[config.mk]
export PLATFORM = sky130hd
export DESIGN_NAME = iter_muldiv
export DESIGN_NICKNAME = d
export VERILOG_FILES = /design/src/rtl/muldiv_pkg.sv /design/src/rtl/muldiv_step.sv /design/src/rtl/iter_muldiv.sv
export SDC_FILE = /design/constraint.sdc
export NUM_CORES = 1
export LEC_CHECK = 0
export BUFFER_PORTS_ARGS = -buffer_cell sky130_fd_sc_hd__buf_4
export CAP_MARGIN = 30
export CORE_MARGIN = 3
export CORE_UTILIZATION = 43
export CTS_BUF_LIST = sky130_fd_sc_hd__clkbuf_8
export CTS_CLUSTER_DIAMETER = 150
export DETAILED_ROUTE_END_ITERATION = 10
export GPL_TIMING_DRIVEN = 0
export SETUP_SLACK_MARGIN = 0.4
export SYNTH_ARGS = -nofsm -noshare
export SYNTH_HDL_FRONTEND = slang
export SYNTH_SLANG_ARGS = --single-unit
[constraint.sdc]
create_clock -name Clk -period 3.1 [get_ports Clk]
set_input_delay 0.155 -clock Clk [delete_from_list [all_inputs] [get_ports Clk]]
set_output_delay 0.155 -clock Clk [all_outputs]
set_load 0.005 [all_outputs]
[src/rtl/muldiv_pkg.sv]
// Shared definitions for the iterative multiply/divide unit: op codes,
// FSM state type, HI/LO select constants and the op decoder.
package muldiv_pkg;

  localparam logic [2:0] OP_MULT  = 3'd0;
  localparam logic [2:0] OP_MULTU = 3'd1;
  localparam logic [2:0] OP_DIV   = 3'd2;
  localparam logic [2:0] OP_DIVU  = 3'd3;
  localparam logic [2:0] OP_MADD  = 3'd4;
  localparam logic [2:0] OP_MADDU = 3'd5;
  localparam logic [2:0] OP_MSUB  = 3'd6;
  localparam logic [2:0] OP_MSUBU = 3'd7;

  localparam logic HorL_H = 1'b1;
  localparam logic HorL_L = 1'b0;

  typedef enum logic [1:0] {
    ST_IDLE = 2'd0,
    ST_RUN  = 2'd1,
    ST_FIX  = 2'd2
  } state_t;

  typedef enum logic [1:0] {
    ACC_NONE = 2'd0,
    ACC_ADD  = 2'd1,
    ACC_SUB  = 2'd2
  } acc_t;

  typedef struct packed {
    logic is_div;
    logic is_signed;
  } op_ctl_t;

  // Accumulating codes decode as plain multiplies; the accumulate step is separate.
  function automatic op_ctl_t decode_op(input logic [2:0] op);
    op_ctl_t c;
    c.is_div    = 1'b0;
    c.is_signed = 1'b0;
    case (op)
      OP_MULT, OP_MADD, OP_MSUB: c.is_signed = 1'b1;
      OP_DIV: begin
        c.is_div    = 1'b1;
        c.is_signed = 1'b1;
      end
      OP_DIVU: c.is_div = 1'b1;
      default: ;
    endcase
    return c;
  endfunction

  function automatic acc_t acc_mode(input logic [2:0] op);
    case (op)
      OP_MADD, OP_MADDU: return ACC_ADD;
      OP_MSUB, OP_MSUBU: return ACC_SUB;
      default:           return ACC_NONE;
    endcase
  endfunction

endpackage

[src/rtl/muldiv_step.sv]
// One radix-2 iteration on magnitudes: shift-add for multiply, restoring
// trial subtract for divide. Purely combinational.
module muldiv_step #(
  parameter int WIDTH = 32
) (
  input  logic             is_div,
  input  logic [WIDTH-1:0] acc,
  input  logic [WIDTH-1:0] sh,
  input  logic [WIDTH-1:0] opnd,
  output logic [WIDTH-1:0] acc_nxt,
  output logic [WIDTH-1:0] sh_nxt
);

  logic [WIDTH:0]   sum;
  logic [WIDTH:0]   shifted;
  logic [WIDTH-1:0] diff;
  logic             ge;

  // NOTE: every always_comb output gets a value on every path, so no latch is inferred.
  always_comb begin
    sum     = {1'b0, acc} + {1'b0, (sh[0] ? opnd : '0)};
    shifted = {acc, sh[WIDTH-1]};
    ge      = (shifted >= {1'b0, opnd});
    // The remainder stays below the divisor, so the low WIDTH bits of the difference are exact.
    diff    = shifted[WIDTH-1:0] - opnd;
    if (is_div) begin
      acc_nxt = ge ? diff : shifted[WIDTH-1:0];
      sh_nxt  = {sh[WIDTH-2:0], ge};
    end else begin
      acc_nxt = sum[WIDTH:1];
      sh_nxt  = {sum[0], sh[WIDTH-1:1]};
    end
  end

endmodule

[src/rtl/iter_muldiv.sv]
// Iterative HI/LO multiply/divide unit, IDLE -> RUN -> FIX -> IDLE.
// Define MULDIV_MADD_EN to enable MADD/MSUB accumulation into {HI,LO}.
module iter_muldiv
  import muldiv_pkg::*;
#(
  parameter int WIDTH = 32
) (
  input  logic             Clk,
  input  logic             Reset,
  input  logic             Start,
  input  logic [2:0]       Op,
  input  logic [WIDTH-1:0] DA,
  input  logic [WIDTH-1:0] DB,
  input  logic             HorL,
  input  logic             MulWrite,
  output logic             Busy,
  output logic             Ready,
  output logic             DZ,
  output logic [WIDTH-1:0] DC
);

  localparam int CW = $clog2(WIDTH + 1);

  state_t           state_q, state_d;
  logic [CW-1:0]    cnt_q, cnt_d;
  logic [WIDTH-1:0] acc_q, acc_d;
  logic [WIDTH-1:0] sh_q, sh_d;
  logic [WIDTH-1:0] opnd_q, opnd_d;
  logic             is_div_q, is_div_d;
  logic             neg_q, neg_d;
  logic             rneg_q, rneg_d;
  logic             dz_pend_q, dz_pend_d;
  logic [WIDTH-1:0] hi_q, hi_d;
  logic [WIDTH-1:0] lo_q, lo_d;
  logic             ready_q, ready_d;
  logic             dz_q, dz_d;
`ifdef MULDIV_MADD_EN
  acc_t             acc_mode_q, acc_mode_d;
`endif

  op_ctl_t            dec;
  logic               a_neg, b_neg;
  logic [WIDTH-1:0]   a_mag, b_mag;
  logic [WIDTH-1:0]   step_acc, step_sh;
  logic [2*WIDTH-1:0] prod_mag, prod, mul_res;
  logic [WIDTH-1:0]   quo, rem;

  assign dec   = decode_op(Op);
  assign a_neg = dec.is_signed & DA[WIDTH-1];
  assign b_neg = dec.is_signed & DB[WIDTH-1];
  assign a_mag = a_neg ? -DA : DA;
  assign b_mag = b_neg ? -DB : DB;

  muldiv_step #(.WIDTH(WIDTH)) u_step (
    .is_div  (is_div_q),
    .acc     (acc_q),
    .sh      (sh_q),
    .opnd    (opnd_q),
    .acc_nxt (step_acc),
    .sh_nxt  (step_sh)
  );

  // Sign fix-up; MIN/-1 wraps naturally back to MIN with a zero remainder.
  assign prod_mag = {acc_q, sh_q};
  assign prod     = neg_q ? -prod_mag : prod_mag;
  assign quo      = neg_q ? -sh_q : sh_q;
  assign rem      = rneg_q ? -acc_q : acc_q;

`ifdef MULDIV_MADD_EN
  always_comb begin
    case (acc_mode_q)
      ACC_ADD: mul_res = {hi_q, lo_q} + prod;
      ACC_SUB: mul_res = {hi_q, lo_q} - prod;
      default: mul_res = prod;
    endcase
  end
`else
  assign mul_res = prod;
`endif

  always_comb begin
    state_d   = state_q;
    cnt_d     = cnt_q;
    acc_d     = acc_q;
    sh_d      = sh_q;
    opnd_d    = opnd_q;
    is_div_d  = is_div_q;
    neg_d     = neg_q;
    rneg_d    = rneg_q;
    dz_pend_d = dz_pend_q;
    hi_d      = hi_q;
    lo_d      = lo_q;
    ready_d   = 1'b0;
    dz_d      = 1'b0;
`ifdef MULDIV_MADD_EN
    acc_mode_d = acc_mode_q;
`endif
    case (state_q)
      ST_IDLE: begin
        if (Start) begin
          is_div_d  = dec.is_div;
          neg_d     = a_neg ^ b_neg;
          rneg_d    = a_neg;
          acc_d     = '0;
          cnt_d     = CW'(WIDTH);
          sh_d      = dec.is_div ? a_mag : b_mag;
          opnd_d    = dec.is_div ? b_mag : a_mag;
          dz_pend_d = dec.is_div && (DB == '0);
`ifdef MULDIV_MADD_EN
          acc_mode_d = acc_mode(Op);
`endif
          state_d   = (dec.is_div && (DB == '0)) ? ST_FIX : ST_RUN;
        end else if (MulWrite) begin
          if (HorL == HorL_H) hi_d = DA;
          else                lo_d = DA;
        end
      end
      ST_RUN: begin
        acc_d = step_acc;
        sh_d  = step_sh;
        cnt_d = cnt_q - CW'(1);
        if (cnt_q == CW'(1)) state_d = ST_FIX;
      end
      ST_FIX: begin
        state_d = ST_IDLE;
        ready_d = 1'b1;
        dz_d    = dz_pend_q;
        if (!dz_pend_q) begin
          if (is_div_q) begin
            hi_d = rem;
            lo_d = quo;
          end else begin
            {hi_d, lo_d} = mul_res;
          end
        end
      end
      default: state_d = ST_IDLE;
    endcase
  end

  // NOTE: datapath registers are cleared along with control so post-reset state is fully known.
  always_ff @(posedge Clk) begin
    if (Reset) begin
      state_q   <= ST_IDLE;
      cnt_q     <= '0;
      acc_q     <= '0;
      sh_q      <= '0;
      opnd_q    <= '0;
      is_div_q  <= 1'b0;
      neg_q     <= 1'b0;
      rneg_q    <= 1'b0;
      dz_pend_q <= 1'b0;
      hi_q      <= '0;
      lo_q      <= '0;
      ready_q   <= 1'b0;
      dz_q      <= 1'b0;
`ifdef MULDIV_MADD_EN
      acc_mode_q <= ACC_NONE;
`endif
    end else begin
      // NOTE: non-blocking assignments so every flop samples the pre-edge values.
      state_q   <= state_d;
      cnt_q     <= cnt_d;
      acc_q     <= acc_d;
      sh_q      <= sh_d;
      opnd_q    <= opnd_d;
      is_div_q  <= is_div_d;
      neg_q     <= neg_d;
      rneg_q    <= rneg_d;
      dz_pend_q <= dz_pend_d;
      hi_q      <= hi_d;
      lo_q      <= lo_d;
      ready_q   <= ready_d;
      dz_q      <= dz_d;
`ifdef MULDIV_MADD_EN
      acc_mode_q <= acc_mode_d;
`endif
    end
  end

  assign Busy  = (state_q != ST_IDLE);
  assign Ready = ready_q;
  assign DZ    = dz_q;
  assign DC    = (HorL == HorL_L) ? lo_q : hi_q;

endmodule

# [After elaboration in Yosys (flattened, before gate mapping)]
# Index checks and enable logic that the tools add are counted.
[word_totals] ff_bits=174 latchBits=0 ram_bits=0 mem_bits_ro=0 inputBits=72 elab_cells=92 n_memories=0
[op_classes] n_addsub=8 n_mul=0 div=0 order_cmp=1 eq_ne=14 shifts=0 muxes=37 n_bitwise=4 n_reduce_logical=15
[op_table] op="$mux 32" n=23
[op_table] op="$pmux 32 s2" n=4
[op_table] op="$neg 32->32" n=4
[op_table] op="$mux 64" n=1
[op_table] op="$neg 64->64" n=1
[op_table] op="$add 32x32->33" n=1
[op_table] op="$ge 33x32->1" n=1
[op_table] op="$logic_not 32->1" n=1
[op_table] op="$sub 32x32->32" n=1
[op_table] op="$ne 2x2->1 const B" n=7
[op_table] op="$pmux 6 s2" n=1
[op_table] op="$reduce_and 5->1" n=2
[op_table] op="$eq 3x2->1 const B" n=2
[op_table] op="$eq 3x3->1 const B" n=2
[op_table] op="$eq 6x1->1 const B" n=1
[op_table] op="$mux 2" n=3
[op_table] op="$mux 6" n=1
[op_table] op="$reduce_and 2->1" n=3
[op_table] op="$reduce_bool 2->1" n=3
[op_table] op="$sub 6x1->6 const B" n=1
[op_table] op="$pmux 2 s2" n=1
[op_table] op="$reduce_or 2->1" n=2
[op_table] op="$reduce_or 4->1" n=1
[op_table] op="$logic_not 3->1" n=1
[op_table] op="other kinds (8)" n=11

# [Logic depth before layout (Yosys ltp)]
# Gate-level depths: netlist (run 1).
[logic_depth] depth_word=8 mapped_depth=14 depth_no_buf=13

# [Modules after synthesis]
# A second synthesis (run 1) with hierarchy kept.
[unflattened] cells_unflattened=2111 area_unflattened_um2=15547.4
[modules_own_cells] module="iter_muldiv" n_inst=1 cells_per_inst=1440 area_each_um2=10849.2 seq_area_each_um2=3483.3
[modules_own_cells] module="muldiv_step" n_inst=1 cells_per_inst=671 area_each_um2=4698.3 seq_area_each_um2=0.0

# [Least setup slack after synthesis (run 1)]
# Ideal clock, no wire load.
[synth_path] path_type="register to register" from="register sh_q[0]" to="register acc_q[25]" setup_ns=0.122 arrival_ns=3.234 setup_slack_ns=-0.256 path_stages_with_launch=15 n_path_buf=2 synth_period_minus_slack_ns=3.356 path_cell_list="dfxtp_1 > inv_1 > clkbuf_1 > nor2_1 > ha_1 > clkbuf_1 > a21o_1 > a221o_1 > a211oi_1 > a21oi_1 > o21ai_0 > o21ai_0 > a211oi_1 > xnor2_1 > a221o_1"
[synth_between] elab_chain_len=4
[synth_lines] item="start: declaration" line_no="iter_muldiv.sv:27" source="logic [WIDTH-1:0] sh_q, sh_d;"
[synth_lines] item="start signal: assignment" line_no="iter_muldiv.sv:147" source="sh_q <= '0;"
[synth_lines] item="start signal: assignment" line_no="iter_muldiv.sv:165" source="sh_q <= sh_d;"
[synth_lines] item="$mux 32" line_no="muldiv_step.sv:21" source="sum = {1'b0, acc} + {1'b0, (sh[0] ? opnd : '0)};"
[synth_lines] item="$add 32x32->33" line_no="muldiv_step.sv:21"
[synth_lines] item="$mux 32" line_no="muldiv_step.sv:26" source="if (is_div) begin"
[synth_lines] item="$pmux 32 s2" line_no="iter_muldiv.sv:98" source="case (state_q)"
[synth_lines] item="end signal: assignment" line_no="iter_muldiv.sv:146" source="acc_q <= '0;"
[synth_lines] item="end signal: assignment" line_no="iter_muldiv.sv:164" source="acc_q <= acc_d;"
[synth_lines] item="end: declaration" line_no="iter_muldiv.sv:26" source="logic [WIDTH-1:0] acc_q, acc_d;"
# Every way passes these cells.
# A chain may end at the register's enable or synchronous reset.

# [Worst setup path in the final report (run 1)]
# Ends and elaborated chain as after synthesis.

==> results of run 1 <==
## per-layer routing
layer / track usage / share of wire / vias to the layer above / wire length [um]
met4: 0.171 / 0.050 / 0 / 3660
met2: 0.538 / 0.43 / 1115 / 30900
met1: 0.508 / 0.42 / 8559 / 30300
li1: - / - / 8042 / -
met3: 0.0703 / 0.11 / 210 / 7660
met5: 0 / 0 / - / 0
## flip-flops by register name (all words and copies together), names as in the netlist
signal and count:
rneg_q 1, dz_pend_q 1, sh_q 32, hi_q 32, lo_q 32, is_div_q 1
DZ 1, state_q 2, Ready 1, cnt_q 6, acc_q 32, neg_q 1
opnd_q 32
## cell usage in the layout (no fill, tap or decap), types with 13 or more instances in the layout
master	instances
dfxtp_2	21
or3_1	16
a211oi_1	29
ha_1	47
mux2i_1	39
dfxtp_4	13
xnor2_1	75
nor2_2	15
a21oi_2	20
o211ai_1	21
clkbuf_8	18
mux2_2	38
buf_4	165
nand4_1	14
a21o_1	35
inv_1	57
o31ai_1	19
o41ai_2	17
nand3_1	40
o21ai_1	30
a31oi_1	18
nor2_1	265
nor3_1	41
a311oi_1	21
a211oi_2	26
nand2b_1	20
nand2_1	231
dfxtp_1	140
o21ai_0	78
a21oi_1	165
xnor2_2	15
a22oi_1	16
clkbuf_2	19
o22ai_1	14
buf_6	19
ha_4	16
clkbuf_1	90
xor2_1	68
## kinds of logic after synthesis
family | after synthesis | share of synthesized area
AO/OA/AOI/OAI | 625 | 0.268
multiplexers | 79 | 0.0556
adder cells (fa/ha/maj) | 72 | 0.0608
AND/OR/NAND/NOR | 775 | 0.232
XOR/XNOR | 170 | 0.0988
buffers and inverters | 213 | 0.0534
flip-flops | 174 | 0.231
## power by group
| group | total (uW) | switching, uW | internal, uW | leakage (uW) |
|---|---|---|---|---|
| clock network | 1680 | 1030 | 656 | 0.000180 |
| logic | 4640 | 2840 | 1800 | 0.00627 |
| registers | 2760 | 289 | 2470 | 0.00144 |
## what timing repair did
item                                    in CTS  in global routing
pin swaps                                   87                 78
endpoints found under the hold margin       10                  0
endpoints found under the setup margin     111                109
hold buffers                                10                  0
cloned                                       5                  0
resized for setup                          305                218
setup buffers                               49                 32
## critical path: cells and delay by family (launching register included)
kind                     cells  cell delay, ps
AO/OA/AOI/OAI                8            1880
flip-flops                   1             430
buffers and inverters        3             340
adder cells (fa/ha/maj)      1             210
XOR/XNOR                     1             110
AND/OR/NAND/NOR              1             100
## cell usage after synthesis, types with 6 or more instances
| cell | instances |
|---|---|
| buf_1 | 11 |
| a311oi_1 | 22 |
| nor2_1 | 286 |
| a31oi_1 | 20 |
| o211ai_1 | 21 |
| ha_1 | 70 |
| nor4_1 | 19 |
| a21oi_1 | 188 |
| a32oi_1 | 6 |
| a21o_1 | 35 |
| nor3_1 | 48 |
| or2_2 | 11 |
| xor2_1 | 78 |
| o31ai_1 | 26 |
| or3_1 | 19 |
| nand3_1 | 49 |
| mux2_2 | 38 |
| mux2i_1 | 41 |
| nand2_1 | 250 |
| inv_1 | 65 |
| clkbuf_1 | 131 |
| a221o_1 | 6 |
| nand4_1 | 14 |
| o221ai_1 | 7 |
| o21ai_0 | 117 |
| xnor2_1 | 92 |
| o41ai_1 | 32 |
| a22oi_1 | 17 |
| a211oi_1 | 58 |
| o22ai_1 | 14 |
| nor2b_1 | 8 |
| or4_1 | 14 |
| dfxtp_1 | 174 |
| nand2b_1 | 21 |
| and2_1 | 7 |
## stage by stage
stage          setup TNS (ps)  total power (uW)   util
2_1_floorplan               0              5000      -
3_3_place_gp           -45150              6250  0.486
3_5_place_dp           -44760              6270  0.486
4_1_cts                  -353              8480  0.550
5_1_grt                 -2320              9400  0.584
6_report                 -842              9070  0.584
## worst paths after layout
kind	start	slack [ps]	endpoint
setup reg to reg	sh_q[0]	-140	acc_q[25]
hold / removal	DA[0]	70	hi_q[0]
setup / recovery	sh_q[0]	-140	acc_q[25]
hold reg to reg	hi_q[0]	460	hi_q[0]
## final cells by class
type	instances	area share
timing repair buffer	203	0.0874
multi-input combinational	1721	0.633
antenna	1	0.000126
tap	448	0.0282
inverter	66	0.0130
clock inverter	12	0.00573
sequential	174	0.179
clock buffer	18	0.0125
buffer	147	0.0412
==> impl_metrics.yaml, run 1 <==
outcome:
  outcome: "finished, violations left"
  violations: "setup timing"
pwr:
  leakage_uw: 0.00789
  powerDensity_mw_per_mm2: 456
  vdd_drop_max_uv: 307
layout:
  ff_latch_area_sq_mm: 0.00356
  fillers: 3204
  final_cell_area_sq_mm: 0.0199
  fin_nets: 2474
  multi_input_area_sq_mm: 0.0126
  syn_to_final_growth_pct: 31.9
  drive_gt1_frac: 0.267
  stdcell_count: 2790
placement:
  place_ws_ps: -1020
  place_area_sq_mm: 0.0166
  dp_hpwl_um: 54000
  finalWeightedCongestion: 1.01
  portBuffers: 105
  dp.cells: 2663
routing:
  drtPass1Iterations: 8
  drt_first_iter_violations: 2285
  via_count: 17900
  drc: 0
  wire_per_inst_um: 26.0
  postRouteAntennaNets: 0
  totalWireLength_um: 72600
  via_per_inst: 6.43
global_route:
  grt_pass1_vias: 16500
  gr-total-overflow: 0
  grt_max_degree: 17
  grt_first_pass_wirelength_um: 105000
  grt_usage: 0.363
  antenna_found_initial: 1
synth:
  synth_largest_area_cell: "dfxtp_1"
  async_flop_share: 0
  ys.warnings.count: 0
  ys_types: 78
  synthTopCellsByArea: "dfxtp_1 23%, nor2_1 7.1%, a21oi_1 6.2%"
  synth_edf_count: 0
  synthFlopType: "dfxtp_1"
  synth_area_per_cell_sq_um: 7.15
  synth.net_count: 2252
  synth.top_cell.area_share: 0.231
  yosysSeqAreaShare: 0.231
  synth_area_sq_mm: 0.0151
  postSynthCellCount: 2108
  ys_ff_latch: 174
worst_setup_path:
  cp.arrival_ps: 3640
  critPathLaunchType: "flop"
  path_cells: "inv_6, clkbuf_16, nor2_4, ha_4, buf_8, a21o_1, a221o_1, a211oi_2, a21oi_4, o21ai_4, o21ai_4, a211oi_2, xnor2_1, a221o_1"
  cp_slowest_stage_delay_ps: 430
  reg2regPathDepth: 14
  end_kind: "flop"
  cp_data_required_time_ps: 3500
  crit_type: "reg -> reg"
  cp_max_fo: 5
  crit_slowest_cell: "dfxtp_4"
floorplan:
  num_rows: 67
  die-area_sq_mm: 0.0373
  initial_core_util: 0.443
  core_sq_mm: 0.0340
  die_h_um: 193
  pin_count: 107
  die_w_um: 193
min_path:
  hp-class: "in -> reg"
  holdPathStages: 3
timing:
  worst_pin_slew_ps: 961
  layout_min_cycle_time_ps: 3240
  final_hold_viol_count: 0
  finClkSkew_ps: 26.2
  fmax_mhz: 309
  setup_viol: 16
  fin_crit_sh: 1.04
  layout_setup_ws_ps: -136
  holdWs_ps: 67.7
  rsz0062_at_grt: "yes"
  slew_violations: 0
  slew_headroom: 0.359
clock_tree:
  cts.path.max_buffers: 2
  root_buffer: "clkbuf_8"
  clkTransAtPathRegs_ps: 120
  clock_latency_ps: 530
  cts_tree: "yes"
  htreeDepth: 4
  cts.sinks: 174
  cts_buffers: 17
flow_run:
  maxCapViolCount: 0
No activity file was read; power rests on OpenSTA's default activity.
==> run 2, diff against run 1 <==
==> constraint.sdc (replaced) <==
create_clock -name Clk -period 2.6 [get_ports Clk]
set_input_delay 0.13 -clock Clk [delete_from_list [all_inputs] [get_ports Clk]]
set_output_delay 0.13 -clock Clk [all_outputs]
set_load 0.005 [all_outputs]
==> run 2 against run 1 <==
Compared with the run above: the flow still finishes with violations (setup timing); sequential power increased by 19%; clock skew fell by 1.3 ps; critical path depth stayed put; clock power rose by 15%; register-to-register slack got worse by 530 ps; utilization grew 5.5 points; largest power group unchanged; first-iteration DRC count fell by 1.7%; total power rose by 25%; global-route usage down 0.15 points; critical path type unchanged; design area rose by 9.4%; worst hold slack worse by 40 ps; via count is 2.4% higher.
==> impl_metrics.yaml, run 2 (synthesis gave the netlist of run 1 again) <==
floorplan:
  die_h_um: 193
  die-area_sq_mm: 0.0373
  num_rows: 67
  die_w_um: 193
  pin_count: 107
  core_sq_mm: 0.0340
  initial_core_util: 0.443
pwr:
  leakage_uw: 0.00863
  switching_share: 0.457
  p_comb_frac: 0.540
  p_int_uw: 6170
  power.switching_uw: 5190
  seqPwrFrac: 0.289
  powerDensity_mw_per_mm2: 522
  vdd_drop_max_uv: 331
  p_clk_frac: 0.171
worst_setup_path:
  end_kind: "flop"
  crit_type: "reg -> reg"
  cp_slowest_stage_delay_ps: 410
  cp_max_fo: 5
  path_cells: "inv_6, clkbuf_16, nor2_4, ha_4, buf_8, a21o_1, a221o_1, a211oi_2, a21oi_4, o21ai_4, o21ai_4, a211oi_2, xnor2_1, a221o_1"
  crit_slowest_cell: "dfxtp_4"
  critPathLaunchType: "flop"
  cp_data_required_time_ps: 3010
  cp.arrival_ps: 3680
clock_tree:
  clock_latency_ps: 530
  cts_tree: "yes"
  cts_buffers: 17
  htreeDepth: 4
  clkTransAtPathRegs_ps: 120
  cts.sinks: 174
  cts.path.max_buffers: 2
  root_buffer: "clkbuf_8"
layout:
  final_cell_area_sq_mm: 0.0218
  layout_common_cells: "252 x nor2_1, 226 x nand2_1, 198 x buf_4"
  layout_commonest_cell: "nor2_1"
  drive_gt1_frac: 0.357
  fin_nets: 2542
  syn_to_final_growth_pct: 44.4
  utilization: 0.639
routing:
  drc: 0
  totalWireLength_um: 73400
  drt_first_iter_violations: 2246
  drtPass1Iterations: 6
  wire_per_inst_um: 25.7
  via_per_inst: 6.42
  via_count: 18400
  postRouteAntennaNets: 0
timing:
  rsz0062_at_grt: "yes"
  slew_violations: 0
  fin_crit_sh: 1.26
  setup_viol: 86
  layout_setup_ws_ps: -668
  finClkSkew_ps: 24.9
  fin_tns_setup_ps: -33630
  slew_headroom: 0.323
  final_hold_viol_count: 0
  layout_min_cycle_time_ps: 3270
  fmax_mhz: 306
  worst_pin_slew_ps: 1010
  holdWs_ps: 28.1
outcome:
  outcome: "finished, violations left"
  violations: "setup timing"
placement:
  portBuffers: 105
  place_area_sq_mm: 0.0171
  place_ws_ps: -1340
  finalWeightedCongestion: 1.01
  dp_hpwl_um: 54100
min_path:
  hp-class: "in -> reg"
global_route:
  grt_max_degree: 17
  grt_pass1_vias: 16500
  grt_usage: 0.362
  gr-total-overflow: 0
  antenna_found_initial: 2
  grt_first_pass_wirelength_um: 105000
flow_run:
  maxCapViolCount: 0
-- run 2: cell count changes in the layout (fill, tap and decap cells not counted), moves of 10 or more --
cell	previous run	this run
o21ai_0	78	66
clkbuf_8	18	28
xnor2_1	75	57
buf_4	165	198
a21oi_1	165	145
a21oi_2	20	38
xnor2_2	15	31
a211oi_1	29	16
a211oi_2	26	39
clkbuf_1	90	69
nor2_1	265	252
dfxtp_1	140	129
buf_6	19	52
-- run 2: final timing paths --
| path | start | to | slack, ps | cells past startpoint |
|---|---|---|---|---|
| hold reg to reg | opnd_q[2] | opnd_q[2] | 450 | 2 |
| hold / removal | DA[2] | hi_q[2] | 30 | 3 |
| setup reg to reg | sh_q[0] | acc_q[25] | -670 | 14 |
| setup / recovery | sh_q[0] | acc_q[25] | -670 | 14 |
-- run 2: per-layer routing --
metal / GRT usage / up-vias / wire length (um)
li1: - / 8189 / -
met1: 0.529 / 8746 / 30500
met2: 0.531 / 1206 / 30800
met3: 0.0654 / 221 / 8780
met4: 0.131 / 2 / 3330
met5: 0 / - / 10
-- run 2: repair_timing --
action                                 CTS  global route
gates resized for setup                360           317
endpoints found under the hold margin   12             0
cloned                                   3             0
setup endpoints to repair              161           158
buffers inserted                        96            54
pin swaps                              102           173
hold buffers                            12             0
-- run 2: power groups by stage --
stage / clock (uW) / combinational, uW / sequential, uW
5_1_grt: 2050 / 6430 / 3310
3_5_place_dp: 0 / 4400 / 3290
4_1_cts: 1940 / 5320 / 3240
2_1_floorplan: 0 / 2980 / 3180
3_3_place_gp: 0 / 4380 / 3280
6_report: 1940 / 6130 / 3290
-- run 2: worst max-delay path: cells and delay by family (launching register included) --
family,cells,cell delay (ps)
AO/OA/AOI/OAI,8,1990
XOR/XNOR,1,110
adder cells (fa/ha/maj),1,200
buffers and inverters,3,340
flip-flops,1,410
AND/OR/NAND/NOR,1,90
-- run 2: area by class of cell --
type | count | area, sq um
clock inverter | 13 | 104
sequential | 174 | 3580
antenna | 1 | 2.50
multi-input combinational | 1721 | 13600
inverter | 66 | 263
tap | 448 | 561
clock buffer | 19 | 262
timing repair buffer | 271 | 2400
fill | 3003 | 12300
buffer | 147 | 955
-- run 2: per-stage QoR --
step	power, uW	instances
floorplan	6160	2108
global placement	7660	2661
detailed placement	7690	2662
CTS	10500	2805
global route	11800	2859
finish	11400	2860
